`config.mk`:
```
export PLATFORM = sky130hd
export DESIGN_NAME = mem_arbiter_flat
export DESIGN_NICKNAME = d
export VERILOG_FILES = /design/src/rtl/mem_arb_pkg.sv /design/src/rtl/mem_arbiter_if.sv /design/src/rtl/mem_arb_pick.sv /design/src/rtl/mem_arbiter.sv /design/src/flat_wrapper.sv
export SDC_FILE = /design/constraint.sdc
export NUM_CORES = 1
export LEC_CHECK = 0
export CORE_MARGIN = 1.5
export CORE_UTILIZATION = 40
export DETAILED_ROUTE_END_ITERATION = 10
export GPL_TIMING_DRIVEN = 1
export PLACE_DENSITY_LB_ADDON = 0.25
export REMOVE_ABC_BUFFERS = 1
export SLEW_MARGIN = 20
export SYNTH_ARGS = -nofsm -noshare
export SYNTH_HDL_FRONTEND = slang
export SYNTH_SLANG_ARGS = --single-unit
```
`constraint.sdc`:
```
create_clock -name clk -period 1.7 [get_ports clk]
set_input_delay 0.34 -clock clk [delete_from_list [all_inputs] [get_ports clk]]
set_output_delay 0.34 -clock clk [all_outputs]
set_load 0.01 [all_outputs]
```
`src/rtl/mem_arb_pkg.sv`:
```
// Shared types and defaults for the unified memory-port arbiter.
package mem_arb_pkg;

    typedef enum logic [1:0] {
        IDLE,
        BUSY_I,
        BUSY_D
    } state_t;

    typedef enum logic {
        OWN_I,
        OWN_D
    } owner_t;

    localparam int STARVE_MAX_DEF = 4;

endpackage

```
`src/rtl/mem_arbiter_if.sv`:
```
// Fetch, load/store and memory-port signals of the arbiter, bundled as one bus.
// Handshake: a requester holds x_req and its fields until x_gnt is seen high in
// the same cycle; m_req holds with stable fields until the cycle m_ack is high;
// x_rvalid is a single-cycle pulse with no backpressure.
interface mem_arbiter_if #(
    parameter int ADDR_W = 32,
    parameter int DATA_W = 32
);
    logic              i_req;
    logic [ADDR_W-1:0] i_addr;
    logic              i_gnt;
    logic              i_rvalid;
    logic [DATA_W-1:0] i_rdata;

    logic              d_req;
    logic              d_wen;
    logic [ADDR_W-1:0] d_addr;
    logic [DATA_W-1:0] d_wdata;
    logic [DATA_W-1:0] d_wmask;
    logic              d_gnt;
    logic              d_rvalid;
    logic [DATA_W-1:0] d_rdata;

    logic              m_req;
    logic              m_wen;
    logic [ADDR_W-1:0] m_addr;
    logic [DATA_W-1:0] m_wdata;
    logic [DATA_W-1:0] m_wmask;
    logic              m_ack;
    logic [DATA_W-1:0] m_rdata;

    // master: the arbiter, which owns the memory port and answers both requesters
    modport master (
        input  i_req, i_addr, d_req, d_wen, d_addr, d_wdata, d_wmask, m_ack, m_rdata,
        output i_gnt, i_rvalid, i_rdata, d_gnt, d_rvalid, d_rdata,
        output m_req, m_wen, m_addr, m_wdata, m_wmask
    );

    modport slave (
        output i_req, i_addr, d_req, d_wen, d_addr, d_wdata, d_wmask, m_ack, m_rdata,
        input  i_gnt, i_rvalid, i_rdata, d_gnt, d_rvalid, d_rdata,
        input  m_req, m_wen, m_addr, m_wdata, m_wmask
    );

endinterface

```
`src/rtl/mem_arb_pick.sv`:
```
// Combinational winner select: data first, fetch when alone or when starved.
module mem_arb_pick
    import mem_arb_pkg::*;
(
    input  logic   i_req,
    input  logic   d_req,
    input  logic   starved,
    output logic   valid,
    output owner_t winner
);

    always_comb begin
        valid  = i_req | d_req;
        winner = OWN_D;
        if (i_req && (!d_req || starved)) begin
            winner = OWN_I;
        end
    end

endmodule

```
`src/rtl/mem_arbiter.sv`:
```
// Shares one memory port between instruction fetch and load/store, one
// transaction in flight, with a starvation bound on consecutive data grants.
module mem_arbiter
    import mem_arb_pkg::*;
#(
    parameter int ADDR_W     = 32,
    parameter int DATA_W     = 32,
    parameter int STARVE_MAX = STARVE_MAX_DEF,
    localparam int CNT_W     = $clog2(STARVE_MAX + 1)
) (
    input  logic             clk,
    input  logic             rst,
    mem_arbiter_if.master    bus,
    output state_t           dbg_state,
    output logic [CNT_W-1:0] dbg_starve_cnt
);

    localparam logic [CNT_W-1:0] CNT_MAX = CNT_W'(STARVE_MAX);

    state_t           state;
    logic [CNT_W-1:0] starve_cnt;
    logic             pick_valid;
    owner_t           pick_owner;
    logic             arb_en;

    mem_arb_pick u_pick (
        .i_req   (bus.i_req),
        .d_req   (bus.d_req),
        .starved (starve_cnt == CNT_MAX),
        .valid   (pick_valid),
        .winner  (pick_owner)
    );

    // Grants are only offered in IDLE and never while reset is held.
    assign arb_en    = (state == IDLE) && !rst && pick_valid;
    assign bus.i_gnt = arb_en && (pick_owner == OWN_I);
    assign bus.d_gnt = arb_en && (pick_owner == OWN_D);

    assign dbg_state      = state;
    assign dbg_starve_cnt = starve_cnt;

    always_ff @(posedge clk) begin
        if (rst) begin
            state        <= IDLE;
            starve_cnt   <= '0;
            bus.m_req    <= 1'b0;
            bus.m_wen    <= 1'b0;
            bus.m_addr   <= '0;
            bus.m_wdata  <= '0;
            bus.m_wmask  <= '0;
            bus.i_rvalid <= 1'b0;
            bus.d_rvalid <= 1'b0;
            bus.i_rdata  <= '0;
            bus.d_rdata  <= '0;
        end else begin
            bus.i_rvalid <= 1'b0;
            bus.d_rvalid <= 1'b0;
            case (state)
                IDLE: begin
                    if (pick_valid) begin
                        bus.m_req <= 1'b1;
                        if (pick_owner == OWN_I) begin
                            state       <= BUSY_I;
                            bus.m_wen   <= 1'b0;
                            bus.m_addr  <= bus.i_addr;
                            bus.m_wdata <= '0;
                            bus.m_wmask <= '0;
                            starve_cnt  <= '0;
                        end else begin
                            state       <= BUSY_D;
                            bus.m_wen   <= bus.d_wen;
                            bus.m_addr  <= bus.d_addr;
                            bus.m_wdata <= bus.d_wdata;
                            bus.m_wmask <= bus.d_wmask;
                            // Only count data grants that actually made fetch wait.
                            if (!bus.i_req) begin
                                starve_cnt <= '0;
                            end else if (starve_cnt != CNT_MAX) begin
                                starve_cnt <= starve_cnt + 1'b1;
                            end
                        end
                    end
                end
                BUSY_I, BUSY_D: begin
                    if (bus.m_ack) begin
                        bus.m_req <= 1'b0;
                        state     <= IDLE;
                        if (state == BUSY_I) begin
                            bus.i_rdata  <= bus.m_rdata;
                            bus.i_rvalid <= 1'b1;
                        end else begin
                            bus.d_rdata  <= bus.m_rdata;
                            bus.d_rvalid <= 1'b1;
                        end
                    end
                end
                default: state <= IDLE;
            endcase
        end
    end

endmodule

```
`src/flat_wrapper.sv`:
```
// flat-port wrapper written by rule: the top's interface ports become plain ports
module mem_arbiter_flat import mem_arb_pkg::*;
#(
    parameter int ADDR_W     = 32,
    parameter int DATA_W     = 32,
    parameter int STARVE_MAX = STARVE_MAX_DEF,
    localparam int CNT_W     = $clog2(STARVE_MAX + 1)
)
  (clk, rst, dbg_state, dbg_starve_cnt, bus_i_req, bus_i_addr, bus_d_req, bus_d_wen, bus_d_addr, bus_d_wdata, bus_d_wmask, bus_m_ack, bus_m_rdata, bus_i_gnt, bus_i_rvalid, bus_i_rdata, bus_d_gnt, bus_d_rvalid, bus_d_rdata, bus_m_req, bus_m_wen, bus_m_addr, bus_m_wdata, bus_m_wmask);
  mem_arbiter_if #(.ADDR_W(ADDR_W), .DATA_W(DATA_W)) bus_i ();
  input  logic clk;
  input  logic rst;
  output state_t dbg_state;
  output logic [CNT_W-1:0] dbg_starve_cnt;
  input wire logic [$bits(bus_i.i_req)-1:0] bus_i_req;
  input wire logic [$bits(bus_i.i_addr)-1:0] bus_i_addr;
  input wire logic [$bits(bus_i.d_req)-1:0] bus_d_req;
  input wire logic [$bits(bus_i.d_wen)-1:0] bus_d_wen;
  input wire logic [$bits(bus_i.d_addr)-1:0] bus_d_addr;
  input wire logic [$bits(bus_i.d_wdata)-1:0] bus_d_wdata;
  input wire logic [$bits(bus_i.d_wmask)-1:0] bus_d_wmask;
  input wire logic [$bits(bus_i.m_ack)-1:0] bus_m_ack;
  input wire logic [$bits(bus_i.m_rdata)-1:0] bus_m_rdata;
  output wire logic [$bits(bus_i.i_gnt)-1:0] bus_i_gnt;
  output wire logic [$bits(bus_i.i_rvalid)-1:0] bus_i_rvalid;
  output wire logic [$bits(bus_i.i_rdata)-1:0] bus_i_rdata;
  output wire logic [$bits(bus_i.d_gnt)-1:0] bus_d_gnt;
  output wire logic [$bits(bus_i.d_rvalid)-1:0] bus_d_rvalid;
  output wire logic [$bits(bus_i.d_rdata)-1:0] bus_d_rdata;
  output wire logic [$bits(bus_i.m_req)-1:0] bus_m_req;
  output wire logic [$bits(bus_i.m_wen)-1:0] bus_m_wen;
  output wire logic [$bits(bus_i.m_addr)-1:0] bus_m_addr;
  output wire logic [$bits(bus_i.m_wdata)-1:0] bus_m_wdata;
  output wire logic [$bits(bus_i.m_wmask)-1:0] bus_m_wmask;
  assign bus_i.i_req = bus_i_req;
  assign bus_i.i_addr = bus_i_addr;
  assign bus_i.d_req = bus_d_req;
  assign bus_i.d_wen = bus_d_wen;
  assign bus_i.d_addr = bus_d_addr;
  assign bus_i.d_wdata = bus_d_wdata;
  assign bus_i.d_wmask = bus_d_wmask;
  assign bus_i.m_ack = bus_m_ack;
  assign bus_i.m_rdata = bus_m_rdata;
  assign bus_i_gnt = bus_i.i_gnt;
  assign bus_i_rvalid = bus_i.i_rvalid;
  assign bus_i_rdata = bus_i.i_rdata;
  assign bus_d_gnt = bus_i.d_gnt;
  assign bus_d_rvalid = bus_i.d_rvalid;
  assign bus_d_rdata = bus_i.d_rdata;
  assign bus_m_req = bus_i.m_req;
  assign bus_m_wen = bus_i.m_wen;
  assign bus_m_addr = bus_i.m_addr;
  assign bus_m_wdata = bus_i.m_wdata;
  assign bus_m_wmask = bus_i.m_wmask;
  mem_arbiter #(.ADDR_W(ADDR_W), .DATA_W(DATA_W), .STARVE_MAX(STARVE_MAX)) u_core (.clk(clk), .rst(rst), .bus(bus_i), .dbg_state(dbg_state), .dbg_starve_cnt(dbg_starve_cnt));
endmodule
```
== Word level (Yosys, flattened, before mapping) ==
Cells that the tools add are included.

* Bits in registers: 169
* Bits in latches: 0
* Memory bits (writable): 0
* ROM bits: 0
* Input port bits: 166
* Output and inout port bits: 171
* Word-level logic and storage cells: 58
* Memories kept: 0

* Add/sub/neg operators: 1
* Multipliers: 0
* Div/mod/pow operators: 0
* $lt $le $gt $ge: 0
* Equal/unequal tests: 7
* Shifts and indexed selects: 0
* Multiplexer cells: 17
* Bitwise logic cells: 4
* Reduce and logical (&&, ||, !) cells: 18

{| class="wikitable"
|+ Operators by type and width
! operator !! count
|-
| two-way mux 32 bit || 3
|-
| AND reduction 3 bit || 4
|-
| two-way mux 3 bit || 3
|-
| two-way mux 1 bit || 6
|-
| two-way mux 2 bit || 3
|-
| logical AND 1 bit || 5
|-
| case mux 2 bit (2 select lines) || 1
|-
| AND reduction 2 bit || 2
|-
| adder 3 x 1 -> 3 bit, second input constant || 1
|-
| equality test 3 bit, second input constant || 1
|-
| != test 3 x 1 -> 1 bit, second input constant || 1
|-
| != test 3 bit, second input constant || 1
|-
| NOT 1 bit || 3
|-
| OR reduction 3 bit || 1
|-
| equality test 2 x 1 -> 1 bit, second input constant || 1
|-
| equality test 2 bit, second input constant || 1
|-
| logical NOT 1 bit || 2
|-
| logical NOT 2 bit || 1
|-
| != test 2 x 1 -> 1 bit, second input constant || 1
|-
| != test 2 bit, second input constant || 1
|-
| case mux 1 bit (2 select lines) || 1
|-
| nonzero test 2 bit || 1
|-
| OR reduction 2 bit || 1
|-
| logical OR 1 bit || 1
|-
| OR 1 bit || 1
|}

== Logic depth before layout (Yosys ltp) ==
* Depth in word-level cells: 6
* Gate-level depth with buffers: 7
* Depth with buffers taken out: 5

== Modules after synthesis ==
Synthesis repeated with hierarchy kept, for this count alone.

* Cells, all modules: 624
* Area, all modules: 6035.8 um2

{| class="wikitable"
|+ Modules (own cells, without submodules)
! module !! instances !! cells each !! area each (um2) !! sequential area each (um2)
|-
| mem_arbiter || 1 || 621 || 6020.8 || 3383.2
|-
| mem_arb_pick || 1 || 3 || 15.0 || 0.0
|}

== Worst setup path after synthesis ==
Ideal clock, no wire load.

* Path kind: register to output
* Start point: register u_core.starve_cnt[0], in the netlist u_core.dbg_starve_cnt[0]
* End point: output port bus_i_gnt
* Arrival: 1.373 ns
* Data required time: 1.360 ns
* Setup slack: -0.013 ns
* Cell stages (with the launch flop): 7
* Path buffers: 2
* Path through: dfxtp_1 > inv_1 > ha_1 > a21boi_1 > buf_4 > buf_6 > nor4_1

* Longest elaborated chain between the ends: 4

{| class="wikitable"
|+ RTL lines
! element !! RTL line !! RTL
|-
| start: declaration || mem_arbiter.sv:21 || <nowiki>logic [CNT_W-1:0] starve_cnt;</nowiki>
|-
| start signal: assignment || mem_arbiter.sv:79 || <nowiki>starve_cnt <= starve_cnt + 1'b1;</nowiki>
|-
| equality test 3 bit || mem_arbiter.sv:29 || <nowiki>.starved (starve_cnt == CNT_MAX),</nowiki>
|-
| logical OR 1 bit || mem_arb_pick.sv:15 || <nowiki>if (i_req && (!d_req || starved)) begin</nowiki>
|-
| logical AND 1 bit || mem_arb_pick.sv:15 ||
|-
| logical AND 1 bit || mem_arbiter.sv:36 || <nowiki>assign bus.i_gnt = arb_en && (pick_owner == OWN_I);</nowiki>
|-
| end: declaration || flat_wrapper.sv:24 || <nowiki>output wire logic [$bits(bus_i.i_gnt)-1:0] bus_i_gnt;</nowiki>
|}

No other way between the ends.

== Worst setup path after layout ==
* Start point: register u_core.state[0], in the netlist u_core.dbg_state[0]
* End point: output port bus_i_gnt

* Longest elaborated chain between the ends: 4

{| class="wikitable"
|+ RTL lines
! element !! RTL line !! RTL
|-
| start: declaration || mem_arbiter.sv:20 || <nowiki>state_t state;</nowiki>
|-
| start signal: assignment || mem_arbiter.sv:44 || <nowiki>state <= IDLE;</nowiki>
|-
| start signal: assignment || mem_arbiter.sv:63 || <nowiki>state <= BUSY_I;</nowiki>
|-
| start signal: assignment || mem_arbiter.sv:70 || <nowiki>state <= BUSY_D;</nowiki>
|-
| logical NOT 2 bit || mem_arbiter.sv:35 || <nowiki>assign arb_en = (state == IDLE) && !rst && pick_valid;</nowiki>
|-
| logical AND 1 bit (2 in series) || mem_arbiter.sv:35 ||
|-
| logical AND 1 bit || mem_arbiter.sv:36 ||
|}

No other way between the ends.

==> results by group <==
Synth
  • Most frequent cells after synthesis: dfxtp_1 (169), nand2_1 (134), nor2_1 (100)
  • Xor/xnor share of the synthesized area: 0
  • Synth Area in Compound Gates: 0.234
  • Async set-reset flop share out of synthesis: 0
  • Largest family of logic cells by synthesized area: compound AO/OA/AOI/OAI gates
  • Synth top area share: 0.523
  • Mux share of post-synthesis cell area: 0
  • Synth Instances: 747
  • Unique cell type count in the Yosys netlist: 33
  • Count leader, synth: dfxtp_1
  • Number of synthesized register bits: 169
  • Leading area contributor after synthesis: dfxtp_1
  • Ys Warns: 0
  • Prevailing post-synth register cell: dfxtp_1
  • Synth Area in Simple Gates: 0.177
  • Top post-synthesis cells by area: dfxtp_1 (52%), a32oi_1 (8.8%), nand2_1 (7.8%)
  • Synthesized-area fraction occupied by adder cells: 0.00967
  • Sequential-to-total area share from yosys stat: 0.523
  • Syn avg cell area: 8.66 µm²
  • Number of synthesized flops with an enable pin: 0
  • Syn Std Cell Area: 6470 µm²

Status
  • Failing checks: negative setup slack
  • Status: finished with violations

Setup path
  • R2R cell count: 8
  • Start point of the critical path: u_core.dbg_state[0]$_SDFFE_PP0P_
  • CP Launch Type: flip-flop
  • Reg2Reg Setup Slack: 0.13 ns
  • Reg-to-reg endpoint: u_core.bus.m_addr[22]$_SDFFE_PP0P_
  • Critical path arrival: 1.44 ns
  • Critical Path End Type: output port
  • Critical path peak fanout: 3
  • WS Path Type: flip-flop to output port
  • CP Capture Point: bus_i_gnt
  • Worst Path Required: 1.36 ns
  • Worst r2r src: u_core.dbg_state[0]$_SDFFE_PP0P_

Clocking
  • H-tree depth: 4
  • Total CTS buffers: 17
  • Root buffer selected by CTS: clkbuf_16
  • Worst-path clk slew: 0.07 ns
  • Max Root-Sink Buffers: 2
  • Hold buffer count at cts: 0
  • Clock sinks: 169
  • CTS tree: yes
  • Clk_lat worst skew: 0.43 ns

Job
  • Max-cap violations: 0

GRT
  • Gr ovfl total: 0
  • Initial antenna violation count: 1
  • Largest net degree at the start of global routing: 111
  • First-pass GRT wire length: 31700 µm
  • Vias in the first global route: 6110
  • Total GRT Usage: 0.240

STA
  • Period minus WS final: 1.78 ns
  • Worst setup margin: -0.0815 ns
  • Final hold vios: 0
  • RSZ-0062 raised after global routing: true
  • Fmax: 561 MHz
  • Crit share post-route: 1.05
  • Final TNS setup: -0.0985 ns
  • WHS: 0.268 ns
  • Worst-margin pin slew: 0.690 ns
  • Setup Skew: 0.00980 ns
  • Relative slew slack: 0.540
  • Fin. max-slew vios: 0
  • Endpoints failing setup: 2

Final layout
  • Synthesis-to-finish area growth: 68.4%
  • Fin cells: 1288
  • Cell area after layout: 10900 µm²
  • Filler instances: 1265
  • Ratio of cells with drive above 1 in the final layout: 0.0905
  • Nets@finish: 1230
  • Storage cell area: 3390 µm²
  • Final Util: 0.689
  • Multi-input logic area: 2780 µm²
  • N_diodes: 0

Routing
  • Vias per inst: 5.18
  • Routed vias: 6667
  • WL/cell: 16.7 µm
  • Post-route DRC violation count: 0
  • Detailed-route wire length: 21500 µm
  • Post-route ant nets: 0
  • 1st-iter DRT viols: 338
  • Pre-antenna DRT Iters: 4

Floorplanning
  • Core Region: 15800 µm²
  • Die W: 130 µm
  • Ports: 337
  • Initial Utilization: 0.409
  • Die Y: 130 µm
  • Num rows: 46
  • Die ar.: 17000 µm²

Placed design
  • Post-DP Area: 10100 µm²
  • DP HPWL: 14400 µm
  • Placed cell count: 1255
  • I/O Buffers: 336
  • Gp weighted congestion: 0.766

Pwr
  • Peak VDD IR: 0.696 mV
  • PwrDens: 964 nW/µm²
  • LEAKAGE: 0.00486 µW

Min path
  • Hold Crit Class: input port to flip-flop
metal layers:
metal,GRT usage,wire length (µm),vias to the layer above
met2,0.409,10700,251
li1,-,-,3280
met5,0,0,-
met1,0.268,8190,3091
met3,0.0894,1930,45
met4,0.108,691,0
power breakdown:
part | total (µW) | internal [µW] | switching (µW)
Sequential | 4370 | 4240 | 133
Clock | 3950 | 2250 | 1710
Combinational | 2180 | 1160 | 1020
placed cells by master (no fill, tap or decap), types with 2 or more instances in the layout:
cell             count
clkdlybuf4s50_1    260
dfxtp_1            167
nand2_1            133
nor2_1             100
a21oi_1             69
a32oi_1             65
dlymetal6s2s_1      61
nand3_1             33
buf_4               25
o21ai_0             22
a311oi_1            18
clkbuf_16           17
o21ai_1             14
a311oi_2            14
dlygate4sd2_1       12
buf_12               7
nand4_1              4
inv_6                4
inv_1                3
ha_1                 3
clkinv_4             3
buf_6                3
inv_2                2
nor2b_1              2
ha_4                 2
clkinv_2             2
bufinv_16            2
buf_2                2
dfxtp_2              2
metrics by stage:
| stage | power [µW] | worst slack [ns] |
|---|---|---|
| after global routing | 10900 | -0.148 |
| after global placement | 6630 | -0.570 |
| after CTS | 10600 | -0.148 |
| after floorplan | 5290 | -1.40 |
| final | 10500 | -0.0815 |
| after detailed placement | 6650 | -0.603 |
critical path, cell delays in order (launching register included):
cell and delay [ns]:
dfxtp_2 0.32, inv_2 0.07, ha_4 0.16, o21ai_4 0.06, nor4_2 0.21, buf_2 0.20
timing repair:
item	in CTS	in global routing
cloned	0	0
resized for setup	31	65
pin swaps	2	2
setup buffers	1	0
endpoints found under the setup margin	78	135
logic make-up after synthesis:
kind of cell,count (synthesis)
AO/OA/AOI/OAI,209
adder cells (fa/ha/maj),5
buffers and inverters,82
flip-flops,169
AND/OR/NAND/NOR,282
sequential cells by signal (all words and copies together), names as in the netlist:
signal / cells
u_core.bus.d_rdata: 32
u_core.bus.i_rdata: 32
u_core.bus.m_addr: 32
u_core.bus.m_wdata: 32
u_core.bus.m_wmask: 32
u_core.dbg_starve_cnt: 3
u_core.dbg_state: 2
u_core.bus.d_rvalid: 1
u_core.bus.i_rvalid: 1
u_core.bus.m_req: 1
u_core.bus.m_wen: 1
area by class of cell:
class | instances | share of cell area
repair buffers | 370 | 0.352
flip-flops and latches | 169 | 0.311
multi-input cells | 496 | 0.255
clock buffers | 18 | 0.0403
well taps | 216 | 0.0248
clock inverters | 14 | 0.0153
inverters | 5 | 0.00172
worst min-delay path by stage:
stage,start,to,cells past startpoint
after floorplan,rst,u_core.bus.m_addr[17]$_SDFFE_PP0P_,1
after global placement,u_core.bus.i_rdata[23]$_SDFFE_PP0P_,u_core.bus.i_rdata[23]$_SDFFE_PP0P_,2
after detailed placement,u_core.bus.i_rdata[31]$_SDFFE_PP0P_,u_core.bus.i_rdata[31]$_SDFFE_PP0P_,2
after CTS,rst,u_core.bus.m_wdata[5]$_SDFFE_PP0P_,3
after global routing,rst,u_core.bus.m_wdata[5]$_SDFFE_PP0P_,3
final,rst,u_core.bus.m_wdata[5]$_SDFFE_PP0P_,3
No activity file was read; power rests on OpenSTA's default activity.
